==> config.mk <==
export PLATFORM = sky130hd
export DESIGN_NAME = sprite_renderer
export DESIGN_NICKNAME = d
export VERILOG_FILES = /design/src/rtl/sprite_renderer.sv
export SDC_FILE = /design/constraint.sdc
export NUM_CORES = 1
export LEC_CHECK = 0
export CORE_UTILIZATION = 57
export CTS_CLUSTER_DIAMETER = 200
export DETAILED_ROUTE_END_ITERATION = 8
export GPL_TIMING_DRIVEN = 1
export PLACE_DENSITY = 0.81
export SETUP_SLACK_MARGIN = 0.2
export SLEW_MARGIN = 20
export SYNTH_ARGS = -nofsm -noshare
export SYNTH_HDL_FRONTEND = slang
export SYNTH_SLANG_ARGS = --single-unit
export TNS_END_PERCENT = 50
==> constraint.sdc <==
create_clock -name clk -period 2.7 [get_ports clk]
set_input_delay 0.675 -clock clk [delete_from_list [all_inputs] [get_ports clk]]
set_output_delay 0.675 -clock clk [all_outputs]
set_load 0.03 [all_outputs]
==> src/rtl/sprite_renderer.sv <==
// Raster renderer: walks every pixel of the frame once, colouring it from a man sprite
// and a set of board rectangles latched at frame start, and streams plot writes.
module sprite_renderer #(
   parameter int          H_RES        = 160,
   parameter int          V_RES        = 120,
   parameter int          X_W          = 8,
   parameter int          Y_W          = 7,
   parameter int          NUM_BOARDS   = 4,
   parameter int          MAN_W        = 4,
   parameter int          MAN_H        = 6,
   parameter int          BOARD_W      = 24,
   parameter int          BOARD_H      = 2,
   parameter logic [2:0]  MAN_COLOUR   = 3'b100,
   parameter logic [2:0]  BOARD_COLOUR = 3'b010,
   parameter logic [2:0]  BG_COLOUR    = 3'b000
) (
   input  logic                       clk,
   input  logic                       resetn,
   input  logic                       run,
   input  logic [X_W-1:0]             man_x,
   input  logic [Y_W-1:0]             man_y,
   input  logic [NUM_BOARDS*X_W-1:0]  boards_x,
   input  logic [NUM_BOARDS*Y_W-1:0]  boards_y,
   input  logic [NUM_BOARDS-1:0]      board_en,
   output logic [X_W-1:0]             x,
   output logic [Y_W-1:0]             y,
   output logic [2:0]                 colour,
   output logic                       plot,
   output logic                       frame_start,
   output logic                       frame_done
);

   typedef enum logic [1:0] {IDLE, LATCH, SCAN, DONE} state_t;

   localparam logic [X_W-1:0] X_LAST  = X_W'(H_RES - 1);
   localparam logic [Y_W-1:0] Y_LAST  = Y_W'(V_RES - 1);
   localparam logic [X_W:0]   MX_SPAN = (X_W+1)'(MAN_W - 1);
   localparam logic [Y_W:0]   MY_SPAN = (Y_W+1)'(MAN_H - 1);
   localparam logic [X_W:0]   BX_SPAN = (X_W+1)'(BOARD_W - 1);
   localparam logic [Y_W:0]   BY_SPAN = (Y_W+1)'(BOARD_H - 1);

   state_t                    state_q, state_d;
   logic [X_W-1:0]            cx_q, cx_d;
   logic [Y_W-1:0]            cy_q, cy_d;
   logic [X_W-1:0]            man_x_q, man_x_d;
   logic [Y_W-1:0]            man_y_q, man_y_d;
   logic [NUM_BOARDS*X_W-1:0] bx_q, bx_d;
   logic [NUM_BOARDS*Y_W-1:0] by_q, by_d;
   logic [NUM_BOARDS-1:0]     en_q, en_d;
   logic [X_W-1:0]            x_q, x_d;
   logic [Y_W-1:0]            y_q, y_d;
   logic [2:0]                colour_q, colour_d;
   logic                      plot_q, plot_d;

   // Hit tests run one bit wider than the coordinates so a rectangle hanging
   // off the right/bottom edge is clipped instead of wrapping to 0.
   logic [X_W:0]          cx_ext, man_x_lo, man_x_hi;
   logic [Y_W:0]          cy_ext, man_y_lo, man_y_hi;
   logic                  man_hit;
   logic [NUM_BOARDS-1:0] board_hit;
   logic [2:0]            shade;

   assign cx_ext   = {1'b0, cx_q};
   assign cy_ext   = {1'b0, cy_q};
   assign man_x_lo = {1'b0, man_x_q};
   assign man_y_lo = {1'b0, man_y_q};
   assign man_x_hi = man_x_lo + MX_SPAN;
   assign man_y_hi = man_y_lo + MY_SPAN;
   assign man_hit  = (cx_ext >= man_x_lo) && (cx_ext <= man_x_hi) &&
                     (cy_ext >= man_y_lo) && (cy_ext <= man_y_hi);

   for (genvar i = 0; i < NUM_BOARDS; i++) begin : g_board
      logic [X_W:0] lo_x, hi_x;
      logic [Y_W:0] lo_y, hi_y;
      assign lo_x = {1'b0, bx_q[i*X_W +: X_W]};
      assign lo_y = {1'b0, by_q[i*Y_W +: Y_W]};
      assign hi_x = lo_x + BX_SPAN;
      assign hi_y = lo_y + BY_SPAN;
      assign board_hit[i] = en_q[i] && (cx_ext >= lo_x) && (cx_ext <= hi_x) &&
                            (cy_ext >= lo_y) && (cy_ext <= hi_y);
   end

   // All boards share one colour, so "lowest enabled index wins" reduces to any-hit.
   always_comb begin
      shade = BG_COLOUR;
      if (|board_hit) shade = BOARD_COLOUR;
      if (man_hit)    shade = MAN_COLOUR;
   end

   always_comb begin
      state_d  = state_q;
      cx_d     = cx_q;
      cy_d     = cy_q;
      man_x_d  = man_x_q;
      man_y_d  = man_y_q;
      bx_d     = bx_q;
      by_d     = by_q;
      en_d     = en_q;
      x_d      = x_q;
      y_d      = y_q;
      colour_d = colour_q;
      plot_d   = 1'b0;
      unique case (state_q)
         IDLE: if (run) state_d = LATCH;
         LATCH: begin
            man_x_d = man_x;
            man_y_d = man_y;
            bx_d    = boards_x;
            by_d    = boards_y;
            en_d    = board_en;
            cx_d    = '0;
            cy_d    = '0;
            state_d = SCAN;
         end
         SCAN: begin
            x_d      = cx_q;
            y_d      = cy_q;
            colour_d = shade;
            plot_d   = 1'b1;
            if (cx_q == X_LAST) begin
               cx_d = '0;
               if (cy_q == Y_LAST) begin
                  cy_d    = '0;
                  state_d = DONE;
               end else begin
                  cy_d = cy_q + 1'b1;
               end
            end else begin
               cx_d = cx_q + 1'b1;
            end
         end
         DONE: state_d = run ? LATCH : IDLE;
         default: state_d = IDLE;
      endcase
   end

   always_ff @(posedge clk or negedge resetn) begin
      if (!resetn) begin
         state_q  <= IDLE;
         cx_q     <= '0;
         cy_q     <= '0;
         man_x_q  <= '0;
         man_y_q  <= '0;
         bx_q     <= '0;
         by_q     <= '0;
         en_q     <= '0;
         x_q      <= '0;
         y_q      <= '0;
         colour_q <= '0;
         plot_q   <= 1'b0;
      end else begin
         state_q  <= state_d;
         cx_q     <= cx_d;
         cy_q     <= cy_d;
         man_x_q  <= man_x_d;
         man_y_q  <= man_y_d;
         bx_q     <= bx_d;
         by_q     <= by_d;
         en_q     <= en_d;
         x_q      <= x_d;
         y_q      <= y_d;
         colour_q <= colour_d;
         plot_q   <= plot_d;
      end
   end

   // The last pixel's plot lands in DONE, so frame_done lines up with it.
   assign frame_start = (state_q == LATCH);
   assign frame_done  = (state_q == DONE);
   assign x           = x_q;
   assign y           = y_q;
   assign colour      = colour_q;
   assign plot        = plot_q;

endmodule

Word-level counts from Yosys, hierarchy flattened --
Cells that the tools add are included. Widths: inputs -> output; s select.
Word-level totals: register bits after elaboration 115, latch bits 0, memory bits (writable) 0, ROM bits 0, input port bits 82, output and inout port bits 21, logic and storage cells 89, memories kept 0
Operators by class: add/subtract/negate cells 12, multipliers 0, div/mod/pow operators 0, magnitude comparators 20, equality and inequality tests 8, shift-type cells 0, muxes and demuxes 13, bitwise logic cells 0, reduce and logical (&&, ||, !) cells 24
Operators by type and width (count):
- $le 8x9->1 | 5
- $ge 8x8->1 | 5
- $le 7x8->1 | 5
- $add 8x5->9 const B | 4
- $ge 7x7->1 | 5
- $add 7x1->8 const B | 4
- $logic_and 1x1->1 | 19
- $pmux 8 s2 | 1
- $mux 7 | 2
- $pmux 7 s2 | 1
- $add 8x2->9 const B | 1
- $add 7x3->8 const B | 1
- $add 8x1->8 const B | 1
- $eq 8x8->1 const B | 1
- $mux 2 | 4
- $mux 8 | 1
- $pmux 2 s4 | 1
- $add 7x1->7 const B | 1
- $eq 7x7->1 const B | 1
- $ne 2x2->1 const B | 3
- $eq 2x2->1 const B | 2
- $reduce_or 4->1 | 1
- $mux 3 | 1
- $reduce_and 3->1 | 1
- other kinds (5) | 6

Logic depth before layout (Yosys ltp) --
Gate-level depths: netlist of the first run.
depth in word-level cells 8, mapped depth 14, gate-level depth less buffers 14

Worst setup path before layout of the first run --
No wires, ideal clock.
path type register to register, from reg man_y_q[0], to reg colour_q[1], in the netlist colour[1], setup time 0.082 ns, data arrival time 2.358 ns, required time 2.618 ns, path slack 0.260 ns, stages on the path, launching flop included 12, path buffers 0, period minus slack after synthesis 2.440 ns, path through dfrtp_1 > ha_1 > o21ai_0 > or3_1 > xnor2_1 > ha_1 > nand3_1 > a221o_1 > a31oi_1 > nor4_1 > a31o_1 > a31oi_1
Between the ends: longest elaborated chain between the ends 4, elaborated cells on any way between the ends 6, those cells by class add/sub: 1; order compare: 2; mux: 1; reduce/logical: 2
Ends and longest elaborated chain:
- start, declared | RTL line 46 | logic [Y_W-1:0] man_y_q, man_y_d;
- start signal, assigned | RTL line 156 | man_y_q <= man_y_d;
- $add 7x3->8 / $ge 7x7->1 (equally long branches) | RTL line 68, 70
- $le 7x8->1 / $logic_and 1x1->1 (equally long branches) | RTL line 70, 69
- $logic_and 1x1->1 * | RTL line 70 | (cy_ext >= man_y_lo) && (cy_ext <= man_y_hi);
- $mux 3 * | RTL line 87 | if (man_hit) shade = MAN_COLOUR;
- end signal, assigned | RTL line 162 | colour_q <= colour_d;
- end, declared | RTL line 52 | logic [2:0] colour_q, colour_d;
Every way passes the cells marked *; elsewhere a longest branch is shown, timed or not. A chain may end at the register's enable or synchronous reset.

Worst setup path after layout of the first run --
from reg man_y_q[1], to reg colour_q[1], in the netlist colour[1]
Same word-level chain as after synthesis.

==> results_dict.tcl, run 1 <==
set metrics [dict create \
    path_max_fanout 2 \
    n_fill_cell 1037 \
    fin_ws_ns 0.181 \
    postSynthCellCount 963 \
    cp-end-kind "flop" \
    largest_net_degree_at_the_start_of_global_routing 99 \
    synth-edff-count 0 \
    power.internal_uw 3690 \
    yosys.area.top_type "dfrtp_1" \
    worst_clock_skew_ns 0.00581 \
    floorplan.die.width_um 126 \
    route.antenna.remaining_nets 0 \
    mappedNetlistArea_um2 8760 \
    1st_pass_router_iterations 5 \
    cpMostUsedCell "a31oi_1" \
    net_count_synth 1212 \
    finalSetupViolCount 0 \
    power.share.switching_pct 24.4 \
    worst-setup-path-type "reg2reg" \
    floorplan.die_area_um2 15900 \
    synth_seq_area_share_pct 32.6 \
    syn_to_final_growth_pct 24.3 \
    overall_fraction_of_global_route_tracks_in_use_pct 28.9 \
    power.density_cell_area_nw_per_um2 449 \
    max_cap_violations 0 \
    timing.critical_path.buf_inv 0 \
    std_cell_rows 44 \
    synth_cell_types 67 \
    fin_crit_ns 2.52 \
    critical-path-slowest-cell "dfrtp_1" \
    cts-htree-levels 4 \
    ff_latch_area_um2 2850 \
    netlist.area_leader.share_pct 32.6 \
    min-delay-path-class "in2async" \
    async_flop_share_pct 100 \
    yosys_warnings 0 \
    avgSynthCellArea_um2 9.10 \
    detailedPlace.worstSlack_ns 0.0885 \
    power_frac_clock_pct 49.1 \
    floorplan.die.height_um 126 \
    final_min_period_over_clock_period_pct 93.3 \
    core_region_area_um2 14800 \
    number_of_global_route_vias_before_repair 7491 \
    finalMaxSlewViolations 0 \
    final_area_um2 10900 \
    multi_input_area_um2 5560 \
    clkSlewWorstSetupHoldPaths_ns 0.06 \
    timing.critical_path.arrival_ns 2.87 \
    ys_ff_latch 114 \
    initial_antenna_violation_count 0 \
    placed_wire_length_estimate_um 15600 \
    final_nets 1342 \
    total_negative_slack_ns 0 \
    synthTopCellsByCount "ha_1 (167), dfrtp_1 (114), nand2_1 (109), o21ai_0 (98), inv_1 (75)" \
    gp_congestion 0.874 \
    drive_above_1_share_pct 10.9 \
    tritoncts_clock_tree "yes" \
    least_margin_pin_slew_ns 0.694 \
    detail_route.vias_per_cell 5.85 \
    cts_num_sinks 114 \
    synth_most_common_cell "ha_1" \
    port_buffers 101 \
    antenna_cells 0 \
    tritoncts.num_buffers 17 \
    remaining_drc_errors 0 \
    rsz0062_at_grt "yes" \
    critical_path.top_delay_family "compound AO/OA/AOI/OAI gates" \
    starting_density_of_the_core_pct 59.4 \
    slew_headroom_pct 53.8 \
    ctsRootBufferMaster "clkbuf_16" \
    power.leakage_uw 0.00503 \
    clock.fmax_ghz 0.397 \
    seq_power_share_pct 37.3 \
    vias 7548 \
    timing.critical_path.cells "ha_2, o21ai_1, or3_1, xnor2_1, ha_1, nand3_1, a221o_1, a31oi_1, nor4_2, a31o_1, a31oi_1" \
    totalWireLength_um 21600 \
    p_sw_uw 1190 \
    power.ir.vdd_worst_mv 0.469 \
    grt_overflow_total 0 \
    wire_length_of_the_first_global_routing_pass_um 36300 \
    critical_path_required_ns 3.05 \
    route.detailed.wl_per_inst_um 16.8 \
    crit_path_start_kind "flop" \
    hold_viol 0 \
    result_of_the_run "completed" \
    detail_route.iter0.violations 526 \
    critical_path.max_stage_delay_ns 0.35 \
    share_comb_of_total_power_pct 13.6 \
    top_area_cells_in_the_synthesized_netlist "dfrtp_1 (33%), ha_1 (24%), o21ai_0 (5.6%), xnor2_1 (5.4%), nand2_1 (4.7%)" \
    synth_flop_cell "dfrtp_1" \
    insertion_delay_ns 0.42 \
    final_core_util_pct 73.8 \
    placed_area_um2 10200 \
    clock_tree.buffer_depth 2 \
    num_io_pins 103 \
]
==> metal layers <==
metal	vias to the layer above	wire (um)	global-route usage, %
li1	3694	-	-
met1	3565	9680	37.4
met2	227	10200	47.4
met3	62	1150	5.99
met4	0	603	11.3
met5	-	0	0
==> registers in the layout, indices dropped and copies added, names as in the netlist <==
name	cells
man_x_q	8
plot	1
y	7
state_q	2
man_y_q	7
by_q	28
colour	2
en_q	4
cx_q	8
bx_q	32
cy_q	7
x	8
==> power groups by stage <==
| stage | clock network [uW] | logic, uW | registers (uW) |
|---|---|---|---|
| final | 2400 | 664 | 1820 |
| after global routing | 2510 | 748 | 1830 |
| after CTS | 2430 | 659 | 1820 |
| after detailed placement | 0 | 635 | 1850 |
| after global placement | 0 | 611 | 1850 |
| after floorplan | 0 | 380 | 1840 |
==> worst register-to-register path: stages (launching register included) <==
cell and delay (ns):
dfrtp_1 0.35, ha_2 0.19, o21ai_1 0.08, or3_1 0.34, xnor2_1 0.14, ha_1 0.30
nand3_1 0.10, a221o_1 0.35, a31oi_1 0.17, nor4_2 0.08, a31o_1 0.22, a31oi_1 0.12
==> through the flow <==
stage	std cells	hold WS [ns]	total power, uW
after CTS	1289	0.290	4900
after global routing	1290	0.327	5090
final	1290	0.281	4880
after floorplan	963	0.379	2220
after detailed placement	1254	0.477	2480
after global placement	1254	0.468	2460
==> what timing repair did <==
item	4_1_cts	5_1_grt
resized for setup	16	5
pin swaps	1	1
setup buffers	3	1
cloned	0	0
setup endpoints to repair	2	2
hold buffers	0	0
==> layout make-up <==
class	count	area share (%)
Clock buffer	23	4.67
Timing Repair Buffer	132	11.6
Multi-Input combinational cell	735	51.1
Tap cell	184	2.11
Inverter	93	3.21
Clock inverter	9	1.15
Sequential cell	114	26.2
==> kinds of logic after synthesis <==
logic type	count (synthesis)	share of synthesized area [%]
adders and majority gates	167	23.9
buffers and inverters	114	4.94
other	1	0.0428
and+or+nand+nor	241	13.0
DFF	114	32.6
AOI/OAI and AO/OA	244	16.7
xor gates and xnor gates	58	5.80
muxes	24	3.07
==> path summary, 6_finish.rpt <==
kind,to,slack [ns],start,cells past startpoint
max,colour[1]$_DFFE_PN0P_,0.18,man_y_q[1]$_DFFE_PN0P_,11
max in group asynchronous,bx_q[27]$_DFFE_PN0P_,1.77,resetn,2
min,bx_q[2]$_DFFE_PN0P_,0.28,resetn,1
max reg2reg,colour[1]$_DFFE_PN0P_,0.18,man_y_q[1]$_DFFE_PN0P_,11
min in group clk,x[1]$_DFFE_PN0P_,0.48,x[1]$_DFFE_PN0P_,1
min reg2reg,x[1]$_DFFE_PN0P_,0.48,x[1]$_DFFE_PN0P_,1
==> layout by cell type (no fill, tap or decap), types with 4 or more instances in the layout <==
master           netlist  layout
a211oi_1              10       9
a21boi_1               5       5
a21o_1                10      10
a21oi_1               49      47
a31oi_1                5       5
and3_1                 5       5
buf_4                  1      31
clkbuf_16              0      17
clkbuf_8               0       6
clkdlybuf4s50_1        0      99
clkinv_2               0       4
dfrtp_1              114     114
ha_1                 167     164
inv_1                 75      73
inv_2                 15      17
mux2_1                13      13
mux2_2                 7       7
nand2_1              109     109
nand2b_1               7       7
nand3_1               30      30
nand3b_1               5       5
nand4_1               18      18
nor2_1                29      28
nor2b_1                4       4
nor3_1                15       9
nor3_2                 0       6
o211ai_1               4       4
o21a_1                 6       6
o21ai_0               98      95
o21ai_1               21      24
xnor2_1               54      54
xor2_1                 4       4
Note: power is estimated with default switching activity, not from simulation.
==> run 2, diff against run 1 <==
--- a/config.mk
+++ b/config.mk
@@ -10,6 +10,7 @@
 export DETAILED_ROUTE_END_ITERATION = 8
 export GPL_TIMING_DRIVEN = 1
 export PLACE_DENSITY = 0.81
+export REMOVE_ABC_BUFFERS = 1
 export SETUP_SLACK_MARGIN = 0.2
 export SLEW_MARGIN = 20
 export SYNTH_ARGS = -nofsm -noshare
==> results_dict.tcl, run 2 (synthesis results as in run 1) <==
set metrics [dict create \
    syn_to_final_growth_pct 24.7 \
    cpMostUsedCell "a21oi_2" \
    power.ir.vdd_worst_mv 0.544 \
    layout_commonest_cell "ha_1" \
    largest_register_by_flop_count "bx_q" \
    critical_path.max_stage_delay_ns 0.41 \
    place_inst 1254 \
    design_power_total_uw 4840 \
    global_route.usage.met1_pct 36.3 \
    largest_net_degree_at_the_start_of_global_routing 84 \
    hold_viol 0 \
    totalWireLength_um 21800 \
    std_cell_rows 44 \
    timing.critical_path.cells "buf_4, a21oi_2, nor3_2, xnor2_1, ha_1, a21o_1, a21oi_2, a221o_1, a31oi_2, nor4_2, a31o_1, a31oi_1" \
    final_area_um2 10900 \
    worst-setup-path-type "reg2reg" \
    largest_registers "bx_q x32, by_q x28" \
    fin_ws_ns 0.0759 \
    detailedPlace.worstSlack_ns 0.00206 \
    critical-path-slowest-cell "dfrtp_1" \
    cts_num_sinks 114 \
    n_fill_cell 1043 \
    grt-busiest-layer "met2" \
    timing.critical_path.arrival_ns 2.97 \
    floorplan.die_area_um2 15900 \
    overall_fraction_of_global_route_tracks_in_use_pct 28.9 \
    power.density_cell_area_nw_per_um2 443 \
    placed_area_um2 10200 \
    clock.fmax_ghz 0.381 \
    remaining_drc_errors 0 \
    cts-htree-levels 4 \
    placed_wire_length_estimate_um 15800 \
    number_of_global_route_vias_before_repair 7729 \
    cp-end-kind "flop" \
    num_io_pins 103 \
    1st_pass_router_iterations 5 \
    finalSetupViolCount 0 \
    route.detailed.wl_per_inst_um 16.9 \
    met3_usage_pct 5.65 \
    min-delay-path-class "in2async" \
    wire_length_of_the_first_global_routing_pass_um 36500 \
    power.leakage_uw 0.00505 \
    antenna_cells 0 \
    fin_crit_ns 2.62 \
    tritoncts.num_buffers 17 \
    worst_clock_skew_ns 0.00424 \
    finalMaxSlewViolations 0 \
    met2_usage_pct 48.7 \
    final_nets 1347 \
    floorplan.die.height_um 126 \
    fin_cells 1295 \
    tritoncts_clock_tree "yes" \
    result_of_the_run "completed" \
    vias 7560 \
    starting_density_of_the_core_pct 59.4 \
    route.antenna.remaining_nets 0 \
    worst_hold_slack_ns 0.235 \
    initial_antenna_violation_count 0 \
    largest_reg_flops 32 \
    detail_route.iter0.violations 467 \
    ctsRootBufferMaster "clkbuf_16" \
    floorplan.die.width_um 126 \
    layout_common_cells "ha_1 (163), dfrtp_1 (114), nand2_1 (109), clkdlybuf4s50_1 (99), o21ai_0 (96)" \
    clock_tree.buffer_depth 2 \
    core_region_area_um2 14800 \
    max_cap_violations 0 \
    insertion_delay_ns 0.43 \
    clkSlewWorstSetupHoldPaths_ns 0.06 \
    crit_path_start_kind "flop" \
    slew_headroom_pct 51.8 \
    detail_route.vias_per_cell 5.84 \
    final_min_period_over_clock_period_pct 97.2 \
    rsz0062_at_grt "yes" \
    drive_above_1_share_pct 11.2 \
    gp_congestion 0.877 \
    port_buffers 101 \
    grt_overflow_total 0 \
    path_max_fanout 2 \
    critical_path_required_ns 3.05 \
    least_margin_pin_slew_ns 0.722 \
]
[run 2: cell types whose count changed in the layout (fill, tap and decap cells not counted), sizes merged]
| cell | delta |
|---|---|
| clkbuf | -6 |
| clkinv | +3 |
| inv | +2 |
| buf | +5 |
| clkinvlp | +1 |
[run 2: area by class of cell]
cell class	count	area [um^2]	share of cell area [%]
Inverter	93	349	3.20
Sequential cell	114	2850	26.1
Multi-Input combinational cell	735	5580	51.1
Clock buffer	17	425	3.89
Timing Repair Buffer	137	1300	11.9
Tap cell	184	230	2.11
Clock inverter	15	184	1.68
[run 2: report_power, final]
group / internal, uW / switching, uW
Clock: 1460 / 882
Sequential: 1770 / 52.5
Combinational: 343 / 340
Total: 3570 / 1270
[run 2: layer usage]
layer | share of wire (%) | wire, um
met1 | 43 | 9500
met4 | 2.7 | 579
met3 | 4.9 | 1070
met2 | 49 | 10700
met5 | 0 | 0
[run 2: worst paths after layout]
path                                        start                      to  slack [ns]  depth (start not counted)
max                        man_y_q[1]$_DFFE_PN0P_   colour[1]$_DFFE_PN0P_        0.08                         12
min                                        resetn        x[7]$_DFFE_PN0P_        0.24                          1
max reg2reg                man_y_q[1]$_DFFE_PN0P_   colour[1]$_DFFE_PN0P_        0.08                         12
min reg2reg                      x[2]$_DFFE_PN0P_        x[2]$_DFFE_PN0P_        0.49                          1
max in group asynchronous                  resetn  man_x_q[3]$_DFFE_PN0P_        1.77                          2
min in group clk                 x[2]$_DFFE_PN0P_        x[2]$_DFFE_PN0P_        0.49                          1
[run 2: what timing repair did]
action                     CTS  global route
hold buffers                 0             0
pin swaps                   10            14
setup endpoints to repair    2             2
gates resized for setup     11             9
buffers inserted             5             4
[run 2: metrics by stage]
stage | utilization, % | TNS, ns
2_1_floorplan | - | -72.51
3_3_place_gp | 68.8 | 0
3_5_place_dp | 68.8 | 0
4_1_cts | 73.5 | 0
5_1_grt | 74.0 | -0.0277
6_report | 74.0 | 0
[run 2: critical path, delay by kind of cell (launching register included)]
kind,cells,cell delay [ns]
XOR/XNOR,1,0.15
adder cells (fa/ha/maj),1,0.32
buffers and inverters,1,0.16
AO/OA/AOI/OAI,7,1.35
AND/OR/NAND/NOR,2,0.16
flip-flops,1,0.41
